===== src/rtl/imm_gen_pkg.sv =====
// Shared types and constants for the decode-stage immediate generator:
// format codes, RV base opcodes and the payload record.
package imm_gen_pkg;

  typedef enum logic [2:0] {
    FMT_R   = 3'd0,
    FMT_I   = 3'd1,
    FMT_S   = 3'd2,
    FMT_B   = 3'd3,
    FMT_U   = 3'd4,
    FMT_J   = 3'd5,
    FMT_ILL = 3'd7
  } fmt_e;

  localparam logic [6:0] OP_LOAD   = 7'b0000011;
  localparam logic [6:0] OP_IMM    = 7'b0010011;
  localparam logic [6:0] OP_IMM32  = 7'b0011011;
  localparam logic [6:0] OP_JALR   = 7'b1100111;
  localparam logic [6:0] OP_SYSTEM = 7'b1110011;
  localparam logic [6:0] OP_STORE  = 7'b0100011;
  localparam logic [6:0] OP_BRANCH = 7'b1100011;
  localparam logic [6:0] OP_LUI    = 7'b0110111;
  localparam logic [6:0] OP_AUIPC  = 7'b0010111;
  localparam logic [6:0] OP_JAL    = 7'b1101111;
  localparam logic [6:0] OP_REG    = 7'b0110011;
  localparam logic [6:0] OP_REG32  = 7'b0111011;

  localparam int XLEN_MAX  = 64;
  localparam int TAG_W_MAX = 32;

  // Widest-case record for trace/debug consumers; the stage keeps a width-exact copy.
  typedef struct packed {
    logic [XLEN_MAX-1:0]  imm;
    fmt_e                 fmt;
    logic [TAG_W_MAX-1:0] tag;
  } payload_t;

  function automatic logic is_illegal(input fmt_e fmt);
    return fmt == FMT_ILL;
  endfunction

endpackage


===== src/rtl/imm_gen_stage_if.sv =====
// Valid/ready instruction-in / immediate-out bundle of the immediate generator.
interface imm_gen_stage_if #(
  parameter int XLEN  = 64,
  parameter int TAG_W = 8
);
  logic             in_valid;
  logic             in_ready;
  logic [31:0]      in_instr;
  logic [TAG_W-1:0] in_tag;
  logic             out_valid;
  logic             out_ready;
  logic [XLEN-1:0]  out_imm;
  logic [2:0]       out_fmt;
  logic [TAG_W-1:0] out_tag;
  logic             out_illegal;

  modport master (
    output in_valid, in_instr, in_tag, out_ready,
    input  in_ready, out_valid, out_imm, out_fmt, out_tag, out_illegal
  );

  modport slave (
    input  in_valid, in_instr, in_tag, out_ready,
    output in_ready, out_valid, out_imm, out_fmt, out_tag, out_illegal
  );
endinterface


===== src/rtl/imm_gen_stage_decode.sv =====
// Combinational RV instruction -> {sign-extended immediate, format} decoder.
// Kept standalone so execute-stage checks can reuse it.
module imm_decode
  import imm_gen_pkg::*;
#(
  parameter int XLEN = 64
) (
  input  logic [31:0]     i_instr,
  output logic [XLEN-1:0] o_imm,
  output fmt_e            o_fmt
);

  logic [31:0] w_imm32;

  always_comb begin
    o_fmt   = FMT_ILL;
    w_imm32 = '0;
    case (i_instr[6:0])
      OP_LOAD, OP_IMM, OP_IMM32, OP_JALR, OP_SYSTEM: begin
        o_fmt   = FMT_I;
        w_imm32 = {{20{i_instr[31]}}, i_instr[31:20]};
      end
      OP_STORE: begin
        o_fmt   = FMT_S;
        w_imm32 = {{20{i_instr[31]}}, i_instr[31:25], i_instr[11:7]};
      end
      OP_BRANCH: begin
        o_fmt   = FMT_B;
        w_imm32 = {{19{i_instr[31]}}, i_instr[31], i_instr[7],
                   i_instr[30:25], i_instr[11:8], 1'b0};
      end
      OP_LUI, OP_AUIPC: begin
        o_fmt   = FMT_U;
        w_imm32 = {i_instr[31:12], 12'b0};
      end
      OP_JAL: begin
        o_fmt   = FMT_J;
        w_imm32 = {{11{i_instr[31]}}, i_instr[31], i_instr[19:12],
                   i_instr[20], i_instr[30:21], 1'b0};
      end
      OP_REG, OP_REG32: o_fmt = FMT_R;
      default: ;
    endcase
  end

  // Every 32-bit immediate above already carries instr[31] in bit 31.
  generate
    if (XLEN > 32) begin : g_ext
      assign o_imm = {{(XLEN-32){w_imm32[31]}}, w_imm32};
    end else begin : g_narrow
      assign o_imm = w_imm32[XLEN-1:0];
    end
  endgenerate

endmodule


===== src/rtl/imm_gen_stage.sv =====
// Decode-stage immediate generator: one-cycle decode into a main/skid output
// buffer with flush, plus a saturating count of accepted illegal opcodes.
module imm_gen_stage
  import imm_gen_pkg::*;
#(
  parameter int XLEN  = 64,
  parameter int TAG_W = 8,
  parameter int CNT_W = 16
) (
  input  logic             clk,
  input  logic             rst_n,
  input  logic             flush,
  imm_gen_stage_if.slave   bus,
  output logic [CNT_W-1:0] illegal_cnt
);

  typedef struct packed {
    logic [XLEN-1:0]  imm;
    fmt_e             fmt;
    logic [TAG_W-1:0] tag;
  } entry_t;

  localparam entry_t ENTRY_RST = '{imm: '0, fmt: FMT_R, tag: '0};

  logic [XLEN-1:0]  w_imm;
  fmt_e             w_fmt;
  entry_t           w_new;
  logic             w_in_xfer;
  logic             w_out_xfer;
  entry_t           r_main;
  entry_t           r_skid;
  logic             r_main_valid;
  logic             r_skid_valid;
  logic [CNT_W-1:0] r_ill_cnt;

  imm_decode #(.XLEN(XLEN)) u_decode (
    .i_instr (bus.in_instr),
    .o_imm   (w_imm),
    .o_fmt   (w_fmt)
  );

  assign w_new      = '{imm: w_imm, fmt: w_fmt, tag: bus.in_tag};
  assign w_in_xfer  = bus.in_valid && !r_skid_valid;
  assign w_out_xfer = r_main_valid && bus.out_ready;

  // Skid occupancy alone gates the input, so in_ready never sees out_ready.
  always_ff @(posedge clk) begin
    if (!rst_n) begin
      r_main_valid <= 1'b0;
      r_skid_valid <= 1'b0;
      r_main       <= ENTRY_RST;
      r_skid       <= ENTRY_RST;
    end else if (flush) begin
      r_main_valid <= 1'b0;
      r_skid_valid <= 1'b0;
    end else if (w_out_xfer) begin
      if (r_skid_valid) begin
        r_main       <= r_skid;
        r_skid_valid <= 1'b0;
      end else if (w_in_xfer) begin
        r_main       <= w_new;
      end else begin
        r_main_valid <= 1'b0;
      end
    end else if (w_in_xfer) begin
      if (r_main_valid) begin
        r_skid       <= w_new;
        r_skid_valid <= 1'b1;
      end else begin
        r_main       <= w_new;
        r_main_valid <= 1'b1;
      end
    end
  end

  always_ff @(posedge clk) begin
    if (!rst_n) begin
      r_ill_cnt <= '0;
    end else if (!flush && w_in_xfer && is_illegal(w_fmt) && (r_ill_cnt != '1)) begin
      r_ill_cnt <= r_ill_cnt + 1'b1;
    end
  end

  assign bus.in_ready    = !r_skid_valid;
  assign bus.out_valid   = r_main_valid;
  assign bus.out_imm     = r_main.imm;
  assign bus.out_fmt     = r_main.fmt;
  assign bus.out_tag     = r_main.tag;
  assign bus.out_illegal = is_illegal(r_main.fmt);
  assign illegal_cnt     = r_ill_cnt;

endmodule

===== src/flat_wrapper.sv =====
// flat-port wrapper written by rule: the top's interface ports become plain ports
module imm_gen_stage_flat import imm_gen_pkg::*;
#(
  parameter int XLEN  = 64,
  parameter int TAG_W = 8,
  parameter int CNT_W = 16
)
  (clk, rst_n, flush, illegal_cnt, bus_in_valid, bus_in_instr, bus_in_tag, bus_out_ready, bus_in_ready, bus_out_valid, bus_out_imm, bus_out_fmt, bus_out_tag, bus_out_illegal);
  imm_gen_stage_if #(.XLEN(XLEN), .TAG_W(TAG_W)) bus_i ();
  input  logic clk;
  input  logic rst_n;
  input  logic flush;
  output logic [CNT_W-1:0] illegal_cnt;
  input wire logic [$bits(bus_i.in_valid)-1:0] bus_in_valid;
  input wire logic [$bits(bus_i.in_instr)-1:0] bus_in_instr;
  input wire logic [$bits(bus_i.in_tag)-1:0] bus_in_tag;
  input wire logic [$bits(bus_i.out_ready)-1:0] bus_out_ready;
  output wire logic [$bits(bus_i.in_ready)-1:0] bus_in_ready;
  output wire logic [$bits(bus_i.out_valid)-1:0] bus_out_valid;
  output wire logic [$bits(bus_i.out_imm)-1:0] bus_out_imm;
  output wire logic [$bits(bus_i.out_fmt)-1:0] bus_out_fmt;
  output wire logic [$bits(bus_i.out_tag)-1:0] bus_out_tag;
  output wire logic [$bits(bus_i.out_illegal)-1:0] bus_out_illegal;
  assign bus_i.in_valid = bus_in_valid;
  assign bus_i.in_instr = bus_in_instr;
  assign bus_i.in_tag = bus_in_tag;
  assign bus_i.out_ready = bus_out_ready;
  assign bus_in_ready = bus_i.in_ready;
  assign bus_out_valid = bus_i.out_valid;
  assign bus_out_imm = bus_i.out_imm;
  assign bus_out_fmt = bus_i.out_fmt;
  assign bus_out_tag = bus_i.out_tag;
  assign bus_out_illegal = bus_i.out_illegal;
  imm_gen_stage #(.XLEN(XLEN), .TAG_W(TAG_W), .CNT_W(CNT_W)) u_core (.clk(clk), .rst_n(rst_n), .flush(flush), .bus(bus_i), .illegal_cnt(illegal_cnt));
endmodule

===== config.mk =====
export PLATFORM = sky130hd
export DESIGN_NAME = imm_gen_stage_flat
export DESIGN_NICKNAME = d
export VERILOG_FILES = /design/src/rtl/imm_gen_pkg.sv /design/src/rtl/imm_gen_stage_if.sv /design/src/rtl/imm_gen_stage_decode.sv /design/src/rtl/imm_gen_stage.sv /design/src/flat_wrapper.sv
export SDC_FILE = /design/constraint.sdc
export NUM_CORES = 1
export LEC_CHECK = 0
export ABC_AREA = 1
export CAP_MARGIN = 40
export CELL_PAD_IN_SITES_DETAIL_PLACEMENT = 1
export CELL_PAD_IN_SITES_GLOBAL_PLACEMENT = 2
export CORE_ASPECT_RATIO = 0.5
export CORE_MARGIN = 2
export CORE_UTILIZATION = 37
export DETAILED_ROUTE_END_ITERATION = 8
export DONT_BUFFER_PORTS = 1
export GPL_TIMING_DRIVEN = 0
export PLACE_DENSITY = 0.83
export SLEW_MARGIN = 20
export SYNTH_ARGS = -nofsm -noshare
export SYNTH_HDL_FRONTEND = slang
export SYNTH_SLANG_ARGS = --single-unit

===== constraint.sdc =====
create_clock -name clk -period 4.1 [get_ports clk]
set_input_delay 0.41 -clock clk [delete_from_list [all_inputs] [get_ports clk]]
set_output_delay 0.41 -clock clk [all_outputs]
set_load 0.1 [all_outputs]

==> impl_metrics.csv, run 1 <==
group,metric,value,unit
cts,cts_resized,0,
power_and_ir_drop,combinationalPowerShare,24.1,%
floorplan,die_w,176,um
worst_setup_path,max_stage_delay,0.39,ns
route,drt-wirelength-per-cell,17.6,um
floorplan,rows,31,
cts,htree_num_levels,3,
route,drt.antenna.violating_nets,0,
global_route,grt.total_usage,23.7,%
worst_setup_path,path_class,"register to register",
floorplan,die_h,89.9,um
sta,min_period,2.10,ns
global_route,antenna_found_initial,0,
flow_run,max_cap_viol_count,0,
sta,fmax,476,MHz
worst_setup_path,regToRegSetupSlack,2.00,ns
global_route,grt_pass1_vias,5504,
cts,cts_tree,"yes",
cts,post_cts_buffers,0,
power_and_ir_drop,power.leakage,3.19,nW
sta,period_share,51.3,%
power_and_ir_drop,pwr-share-clk,33.8,%
cts,cts.clk_slew.worst_paths,0.08,ns
synthesis,synth.distinct_cells,38,
worst_setup_path,crit_path_end,"u_core.bus.out_imm[1]$_SDFFE_PN0P_",
floorplan,io_pins,139,
sta,tns,0,ns
min_path,hold_class,"primary input to register",
placed_design,dpl.hpwl,14100,um
global_route,grt_max_degree,21,
run_status,status,"completed",
sta,setup_viol,0,
power_and_ir_drop,ir_drop,0.204,mV
worst_setup_path,ff2ff_path_depth,7,
route,num_vias,5437,
cts,postCtsHoldBufs,0,
sta,slew_headroom,54.5,%
cts,clk_latency,0.36,ns
sta,slew_viol_final,0,
synthesis,syn_area,5460,um^2
global_route,grt_first_pass_wirelength,29800,um
cells_and_area,diodes,0,
cells_and_area,syn_to_final_growth,30.9,%
cells_and_area,fill_cells,1815,
cts,numCtsBuffers,9,
synthesis,synth.avg_cell_area,7.05,um^2
worst_setup_path,reg2reg_to,"u_core.bus.out_imm[1]$_SDFFE_PN0P_",
cts,root_buffer,"clkbuf_16",
synthesis,synth-warning-count,0,
synthesis,syn-num-nets,821,
placed_design,place.gp.congestion,0.819,
cells_and_area,drive_gt1_share,20.9,%
placed_design,port_buffers,0,
sta,hold_viol_final,0,
route,viasPerCell,5.16,
worst_setup_path,cp.required,4.34,ns
sta,timing.hold.ws,0.207,ns
floorplan,die_area,15800,um^2
sta,tightest_slew,0.682,ns
global_route,overflow,0,
sta,rsz0062_at_grt,"no",
power_and_ir_drop,pwr-share-seq,42.1,%
worst_setup_path,arrival,2.34,ns
power_and_ir_drop,p_per_area,359,nW/um^2
worst_setup_path,critPathLaunch,"u_core.r_skid_valid$_SDFFE_PP0P_",
sta,finalClockSkew,0.0129,ns
synthesis,ys_seq_elements,104,
route,routed_wl,18500,um
min_path,worstHoldStart,"bus_in_tag[0]",
power_and_ir_drop,p_int,1.63,mW
route,drtIter0Drc,242,
cells_and_area,finalNetCount,896,
cts,cts.sinks,104,
route,drc,0,
worst_setup_path,cp-end-kind,"register",
worst_setup_path,path_cells,"inv_1 -> buf_2 -> nor2_2 -> clkinv_1 -> clkbuf_1 -> nand2_1 -> a21oi_1",
worst_setup_path,crit_path_start_kind,"register",
floorplan,start_util,37.9,%
synthesis,synth_cells,775,
power_and_ir_drop,switching_share,36.4,%
synthesis,synth_seq_area_share,38.1,%
worst_setup_path,cp_max_fo,10,
power_and_ir_drop,p_sw,0.933,mW
route,drtPass1Iterations,4,
floorplan,coreArea,14400,um^2
cts,clk_path_buf_depth,2,
worst_setup_path,cpMaxStageDelayCell,"clkbuf_1",
worst_setup_path,rr_startpoint,"u_core.r_skid_valid$_SDFFE_PP0P_",
-- how the worst min path moves through the flow --
stage                                                    end  cells past startpoint
final                     u_core.bus.out_tag[0]$_SDFFE_PN0P_                      2
after detailed placement       u_core.r_skid[0]$_SDFFE_PN0P_                      2
after global routing      u_core.bus.out_tag[0]$_SDFFE_PN0P_                      2
after CTS                 u_core.bus.out_tag[5]$_SDFFE_PN0P_                      2
after floorplan                u_core.r_skid[0]$_SDFFE_PN0P_                      2
after global placement         u_core.r_skid[7]$_SDFFE_PN0P_                      2
-- cells in the final DEF (no fill, tap or decap), types with 16 or more instances in the layout --
master / synthesis / routed
nand3_1: 36 / 36
dfxtp_1: 104 / 103
nand2_2: 18 / 18
a21oi_1: 77 / 77
buf_8: 0 / 45
inv_1: 57 / 57
clkbuf_1: 32 / 33
o21ai_0: 79 / 79
nand2_1: 135 / 135
nand4_1: 25 / 25
buf_16: 0 / 16
nor2_1: 93 / 93
buf_4: 37 / 37
-- logic make-up after synthesis --
family,synth area share [%]
buf+inv,12.9
compound gates,18.6
xor+xnor,1.44
flops,38.1
fa+ha+maj,0.229
simple gates,28.7
-- cell usage after synthesis, drive strengths merged --
| cell | number | area (um^2) |
|---|---|---|
| nor3b | 1 | 7.51 |
| and3 | 1 | 6.26 |
| a2111oi | 1 | 8.76 |
| nor3 | 4 | 41.3 |
| nor2 | 103 | 459 |
| dfxtp | 104 | 2080 |
| a31oi | 9 | 56.3 |
| inv | 66 | 248 |
| o22ai | 2 | 12.5 |
| nand2 | 155 | 642 |
| xnor2 | 2 | 17.5 |
| clkbuf | 32 | 120 |
| a211oi | 1 | 7.51 |
| o211ai | 6 | 45.0 |
| clkinv | 2 | 7.51 |
| ha | 1 | 12.5 |
| buf | 43 | 329 |
| nand3b | 1 | 20.0 |
| nand3 | 37 | 190 |
| xor2 | 7 | 61.3 |
| a21oi | 87 | 473 |
| nand4 | 27 | 199 |
| o21ai | 83 | 415 |
-- layer usage --
metal	routed length, um	track usage, %	up-vias	part of all wire (%)
li1	-	-	2670	-
met1	8600	31.1	2638	47
met2	8910	41.0	111	48
met3	796	4.19	18	4.3
met4	189	4.48	0	1.0
met5	0	0	-	0
-- state kept, by name (all words and copies together) (netlist names) --
| name | count |
|---|---|
| u_core.r_skid_valid | 1 |
| u_core.r_skid | 43 |
| u_core.bus.out_valid | 1 |
| u_core.bus.out_tag | 8 |
| u_core.illegal_cnt | 16 |
| u_core.bus.out_fmt | 3 |
| u_core.bus.out_imm | 32 |
-- area by class of cell --
type                            instances  area [um^2]  share of cell area [%]
Buffer                                 75          449                    6.28
Clock buffer                           10          229                    3.20
Clock inverter                          6         57.6                   0.805
Inverter                               68          255                    3.57
Multi-Input combinational cell        528         2680                    37.4
Sequential cell                       104         2080                    29.1
Tap cell                              198          248                    3.47
Timing Repair Buffer                   64         1150                    16.1
-- worst max-delay path, delay by kind of cell, from the launching register on --
kind                   cells  cell delay [ns]
and+or+nand+nor            2             0.54
AOI/OAI and AO/OA          1             0.07
DFF                        1             0.37
buffers and inverters      4             1.00
-- metrics by stage --
| stage | power, mW | util, % | std cells | instance area, um^2 | setup WS, ns |
|---|---|---|---|---|---|
| after floorplan | 1.55 | - | 775 | 5460 | 1.64 |
| after global placement | 1.61 | 39.6 | 973 | 5710 | 1.36 |
| after detailed placement | 1.72 | 47.5 | 1036 | 6850 | 2.01 |
| after CTS | 2.58 | 49.5 | 1052 | 7140 | 1.99 |
| after global routing | 2.65 | 49.5 | 1053 | 7150 | 1.82 |
| final | 2.57 | 49.5 | 1053 | 7150 | 2.00 |
-- power by group through the flow --
stage	Combinational, mW	Sequential (mW)	Clock, mW
floorplan	0.277	1.28	0
global placement	0.319	1.29	0
detailed placement	0.619	1.10	0
CTS	0.621	1.08	0.881
global route	0.645	1.08	0.923
finish	0.619	1.08	0.866
(Power assumes the default switching activity.)
==> inputs of run 2 (changes only) <==
- CORE_UTILIZATION: 37 -> 34
- PLACE_DENSITY: 0.83 -> 0.77
- clock period: 4.1 -> 2.1 ns (I/O delays scaled with it)
==> run 2 against run 1 <==
  * Via count fell by 1.4%
  * Combinational power increased by 94%
  * Worst setup slack worse by 1.9 ns
  * Register-to-register slack got worse by 1.9 ns
  * Routed wire length up 1.3%
  * Flip-flop and latch count unchanged
  * Critical endpoint is now u_core.illegal_cnt[13]$_SDFFE_PN0P_
  * Largest cell class unchanged
==> impl_metrics.csv, run 2 (synthesis gave the netlist of run 1 again) <==
group,metric,value,unit
placed_design,place.gp.congestion,0.776,
cells_and_area,top_register,"u_core.r_skid",
global_route,grt_first_pass_wirelength,30000,um
worst_setup_path,path_depth,9,
run_status,status,"completed",
floorplan,rows,32,
floorplan,die_w,183,um
worst_setup_path,cp.required,2.38,ns
cts,clk_latency,0.37,ns
placed_design,dpl.hpwl,14000,um
cells_and_area,diodes,0,
sta,period_share,94.1,%
cells_and_area,fin_area,7090,um^2
worst_setup_path,max_stage_delay,0.58,ns
cts,post_cts_buffers,0,
cells_and_area,final_common_cell,"nand2_1",
global_route,grt_max_degree,21,
power_and_ir_drop,ir_drop,0.391,mV
route,drc,0,
sta,min_period,1.98,ns
sta,rsz0062_at_grt,"yes",
route,drt.antenna.violating_nets,0,
cts,numCtsBuffers,9,
sta,finalClockSkew,0.0142,ns
worst_setup_path,crit_path_start_kind,"register",
cts,cts.sinks,104,
floorplan,coreArea,15600,um^2
route,num_vias,5360,
worst_setup_path,arrival,2.26,ns
route,drtIter0Drc,182,
worst_setup_path,crit_family,"simple AND/OR/NAND/NOR gates",
global_route,grt_pass1_vias,5546,
worst_setup_path,cp_max_fo,10,
global_route,antenna_found_initial,0,
cells_and_area,syn_to_final_growth,29.9,%
route,routed_wl,18700,um
flow_run,max_cap_viol_count,0,
sta,setup_viol,0,
cells_and_area,drive_gt1_share,21.8,%
route,drt-wirelength-per-cell,17.8,um
floorplan,die_h,93.6,um
cts,htree_num_levels,3,
cells_and_area,layout_common_cells,"134 x nand2_1, 93 x nor2_1, 88 x dfxtp_1",
cells_and_area,largest_reg_flops,43,
placed_design,port_buffers,0,
min_path,hold_class,"primary input to register",
worst_setup_path,cpMaxStageDelayCell,"dfxtp_4",
sta,tns,0,ns
cts,cts.clk_slew.worst_paths,0.09,ns
route,viasPerCell,5.10,
floorplan,io_pins,139,
sta,timing.hold.ws,0.00891,ns
cts,cts_tree,"yes",
sta,fmax,506,MHz
power_and_ir_drop,power.leakage,3.14,nW
worst_setup_path,path_class,"register to register",
cells_and_area,finalNetCount,888,
cts,clk_path_buf_depth,2,
min_path,holdPathStages,2,
global_route,overflow,0,
placed_design,placed_area,6650,um^2
sta,hold_viol_final,0,
floorplan,start_util,35.1,%
worst_setup_path,critPathBufInv,1,
cells_and_area,fin_util,45.5,%
worst_setup_path,ff2ff_path_depth,9,
sta,slew_headroom,56.5,%
worst_setup_path,cp-end-kind,"register",
cts,root_buffer,"clkbuf_16",
power_and_ir_drop,p_per_area,716,nW/um^2
worst_setup_path,cp_common_cell,"nand2_2",
route,drtPass1Iterations,4,
worst_setup_path,path_cells,"ha_4 -> nand2_2 -> nor2_4 -> nand2_2 -> nand3b_4 -> nand4_4 -> buf_12 -> nand2_2 -> a21oi_2",
sta,tightest_slew,0.653,ns
sta,slew_viol_final,0,
global_route,grt.total_usage,22.6,%
floorplan,die_area,17200,um^2
==> run 2: cell types whose count changed in the layout (fill, tap and decap cells not counted), moves of 2 or more <==
cell           before  now
dfxtp_1           103   88
clkbuf_1           33   30
dfxtp_2             1    4
dfxtp_4             0   12
dlygate4sd3_1       0    7
clkinv_8            0    2
buf_8              45   31
clkbuf_2            0    2
==> run 2: layout make-up <==
| class | count | area (um^2) |
|---|---|---|
| plain buffers | 75 | 452 |
| clock buffers | 10 | 239 |
| clock inverters | 6 | 70.1 |
| fillers | 1912 | 8480 |
| inverters | 68 | 255 |
| multi-input cells | 528 | 2700 |
| flip-flops and latches | 104 | 2130 |
| well taps | 204 | 255 |
| repair buffers | 56 | 991 |
==> run 2: final timing paths <==
check,slack (ns),endpoint,start
worst max register to register,0.12,u_core.illegal_cnt[13]$_SDFFE_PN0P_,u_core.illegal_cnt[0]$_SDFFE_PN0P_
worst min-delay path,0.009,u_core.r_skid[4]$_SDFFE_PN0P_,bus_in_tag[4]
worst min register to register,0.49,u_core.bus.out_tag[6]$_SDFFE_PN0P_,u_core.r_skid[6]$_SDFFE_PN0P_
worst max-delay path,0.12,u_core.illegal_cnt[13]$_SDFFE_PN0P_,u_core.illegal_cnt[0]$_SDFFE_PN0P_
==> run 2: repair_timing <==
action                                 CTS  global route
setup endpoints to repair               16            56
hold buffers                             7             0
endpoints found under the hold margin    7             0
pin swaps                                0             3
gates resized for setup                 11            10
==> run 2: power by group <==
part / total [mW] / switching, mW / leakage, nW / internal, mW
clock: 1.77 / 0.886 / 0.152 / 0.881
combinational: 1.20 / 0.885 / 2.13 / 0.317
sequential: 2.11 / 0.0873 / 0.856 / 2.02
total: 5.08 / 1.86 / 3.14 / 3.22
==> run 2: metrics by stage <==
step	setup WS, ns	cells	power, mW
after floorplan	0.0171	775	3.03
after global placement	-0.566	979	3.14
after detailed placement	-0.243	1027	3.36
after CTS	0.00692	1050	5.13
after global routing	-0.00712	1051	5.27
final	0.123	1051	5.08
==> run 2: per-layer routing <==
| layer | share of wire [%] | global-route usage, % |
|---|---|---|
| met4 | 0.59 | 3.67 |
| met2 | 48 | 39.9 |
| met1 | 47 | 29.3 |
| met5 | 0 | 0 |
| met3 | 4.0 | 4.36 |
==> inputs of run 3 (changes only) <==
- CORE_UTILIZATION: 34 -> 36
- CTS_BUF_LIST: default -> sky130_fd_sc_hd__clkbuf_2 sky130_fd_sc_hd__clkbuf_4 sky130_fd_sc_hd__clkbuf_8
- PLACE_DENSITY: 0.77 -> 0.81
==> run 3 against run 2 <==
  * Sequential share of layout area barely moved
  * Largest cell class unchanged
  * Largest power group unchanged
  * Critical path depth down 7
  * Via count increased by 1.7%
==> impl_metrics.csv, run 3 (synthesis gave the netlist of run 1 again) <==
group,metric,value,unit
sta,period_share,96.2,%
global_route,overflow,0,
cts,htree_num_levels,3,
placed_design,port_buffers,0,
floorplan,die_area,16200,um^2
sta,finalClockSkew,0.0246,ns
power_and_ir_drop,ir_drop,0.378,mV
sta,slew_viol_final,0,
worst_setup_path,critPathLaunch,"u_core.bus.out_imm[62]$_SDFFE_PN0P_",
sta,min_period,2.02,ns
global_route,grt_pass1_vias,5578,
floorplan,die_w,178,um
worst_setup_path,crit_path_start_kind,"register",
global_route,antenna_found_initial,0,
sta,rsz0062_at_grt,"yes",
cells_and_area,final_common_cell,"nand2_1",
cells_and_area,fill_cells,1822,
cells_and_area,fin_area,7080,um^2
power_and_ir_drop,power.leakage,3.12,nW
worst_setup_path,ff2ff_path_depth,9,
sta,tns,0,ns
route,drt-wirelength-per-cell,18.0,um
sta,tightest_slew,0.837,ns
cells_and_area,layout_common_cells,"135 x nand2_1, 93 x nor2_1, 88 x dfxtp_1",
worst_setup_path,path_class,"register to primary output",
worst_setup_path,regToRegSetupSlack,0.12,ns
cells_and_area,drive_gt1_share,21.7,%
cts,cts.clk_slew.worst_paths,0.12,ns
worst_setup_path,cp.required,1.89,ns
route,drc,0,
sta,hold_viol_final,0,
cts,cts_tree,"yes",
cts,cts.sinks,104,
floorplan,io_pins,139,
floorplan,coreArea,14700,um^2
global_route,grt.total_usage,23.6,%
cts,root_buffer,"clkbuf_8",
flow_run,max_cap_viol_count,0,
cells_and_area,syn_to_final_growth,29.6,%
worst_setup_path,crit_path_end,"bus_out_imm[56]",
power_and_ir_drop,p_per_area,651,nW/um^2
global_route,grt_first_pass_wirelength,30000,um
cells_and_area,diodes,0,
route,viasPerCell,5.17,
global_route,grt_max_degree,22,
min_path,holdPathStages,2,
sta,fmax,495,MHz
route,drtIter0Drc,230,
worst_setup_path,rr_startpoint,"u_core.illegal_cnt[0]$_SDFFE_PN0P_",
worst_setup_path,arrival,1.81,ns
cells_and_area,largest_reg_flops,43,
cells_and_area,finalNetCount,898,
placed_design,place.gp.congestion,0.783,
cts,clk_latency,0.40,ns
route,routed_wl,18900,um
floorplan,die_h,91.1,um
sta,slew_headroom,44.2,%
floorplan,start_util,37.3,%
route,drt.antenna.violating_nets,0,
route,drtPass1Iterations,4,
cts,clk_path_buf_depth,2,
placed_design,placed_area,6660,um^2
cells_and_area,top_register,"u_core.r_skid",
power_and_ir_drop,p_total,4.61,mW
run_status,status,"completed",
placed_design,dpl.hpwl,14100,um
min_path,hold_class,"primary input to register",
floorplan,rows,31,
route,num_vias,5450,
cts,numCtsBuffers,9,
worst_setup_path,cp_max_fo,21,
worst_setup_path,reg2reg_to,"u_core.illegal_cnt[13]$_SDFFE_PN0P_",
worst_setup_path,cp-end-kind,"primary output",
sta,setup_viol,0,
-- run 3: cell count changes in the layout (fill, tap and decap cells not counted), sizes merged --
cell,previous run,this run
buf,92,94
clkinvlp,0,2
dlygate4sd3,7,15
clkinv,4,1
-- run 3: metrics by stage --
step	std cells	hold slack, ns	util, %	setup slack (ns)
floorplan	775	0.368	-	0.0171
global placement	973	0.376	39.1	-0.594
detailed placement	1021	0.384	45.4	-0.281
CTS	1051	0.000623	48.0	0.00731
global route	1054	0.0363	48.3	-0.0473
finish	1054	0.0187	48.3	0.0806
-- run 3: how the worst min path moves through the flow --
stage	start	to	slack, ns
2_1_floorplan	bus_in_instr[30]	u_core.bus.out_imm[10]$_SDFFE_PN0P_	0.37
3_3_place_gp	bus_in_instr[28]	u_core.bus.out_imm[8]$_SDFFE_PN0P_	0.38
3_5_place_dp	bus_in_instr[28]	u_core.bus.out_imm[8]$_SDFFE_PN0P_	0.38
4_1_cts	bus_in_tag[1]	u_core.r_skid[1]$_SDFFE_PN0P_	0.0006
5_1_grt	bus_in_instr[29]	u_core.r_skid[20]$_SDFFE_PN0P_	0.04
6_report	bus_in_tag[1]	u_core.r_skid[1]$_SDFFE_PN0P_	0.02
-- run 3: what timing repair did --
| action | in CTS | in global routing |
|---|---|---|
| hold endpoints to repair | 22 | 0 |
| hold buffers | 15 | 0 |
| setup endpoints to repair | 16 | 47 |
| setup buffers | 0 | 3 |
| resized for setup | 10 | 8 |
| pin swaps | 0 | 2 |
| gates cloned | 0 | 0 |
-- run 3: power by group --
| part | internal [mW] | switching [mW] | total [mW] | leakage, nW |
|---|---|---|---|---|
| Clock | 0.483 | 0.789 | 1.27 | 0.0903 |
| Combinational | 0.333 | 0.882 | 1.21 | 2.18 |
| Sequential | 2.03 | 0.0973 | 2.12 | 0.855 |
-- run 3: final cells by class --
| cell class | instances | area [um^2] | share of cell area (%) |
|---|---|---|---|
| Buffer | 75 | 452 | 6.38 |
| Clock buffer | 10 | 138 | 1.95 |
| Clock inverter | 5 | 48.8 | 0.690 |
| Inverter | 68 | 255 | 3.61 |
| Multi-Input combinational cell | 528 | 2690 | 38.1 |
| Sequential cell | 104 | 2130 | 30.1 |
| Tap cell | 198 | 248 | 3.50 |
| Timing Repair Buffer | 66 | 1110 | 15.8 |
-- run 3: worst max-delay path, stage by stage (launching register included) --
cell     delay, ns
dfxtp_2       0.84
buf_8         0.24
buf_4         0.31
-- run 3: metal layers --
layer	GRT usage (%)	routed length, um
met1	31.2	8710
met2	40.2	9100
met3	4.94	948
met4	4.07	161
met5	0	0
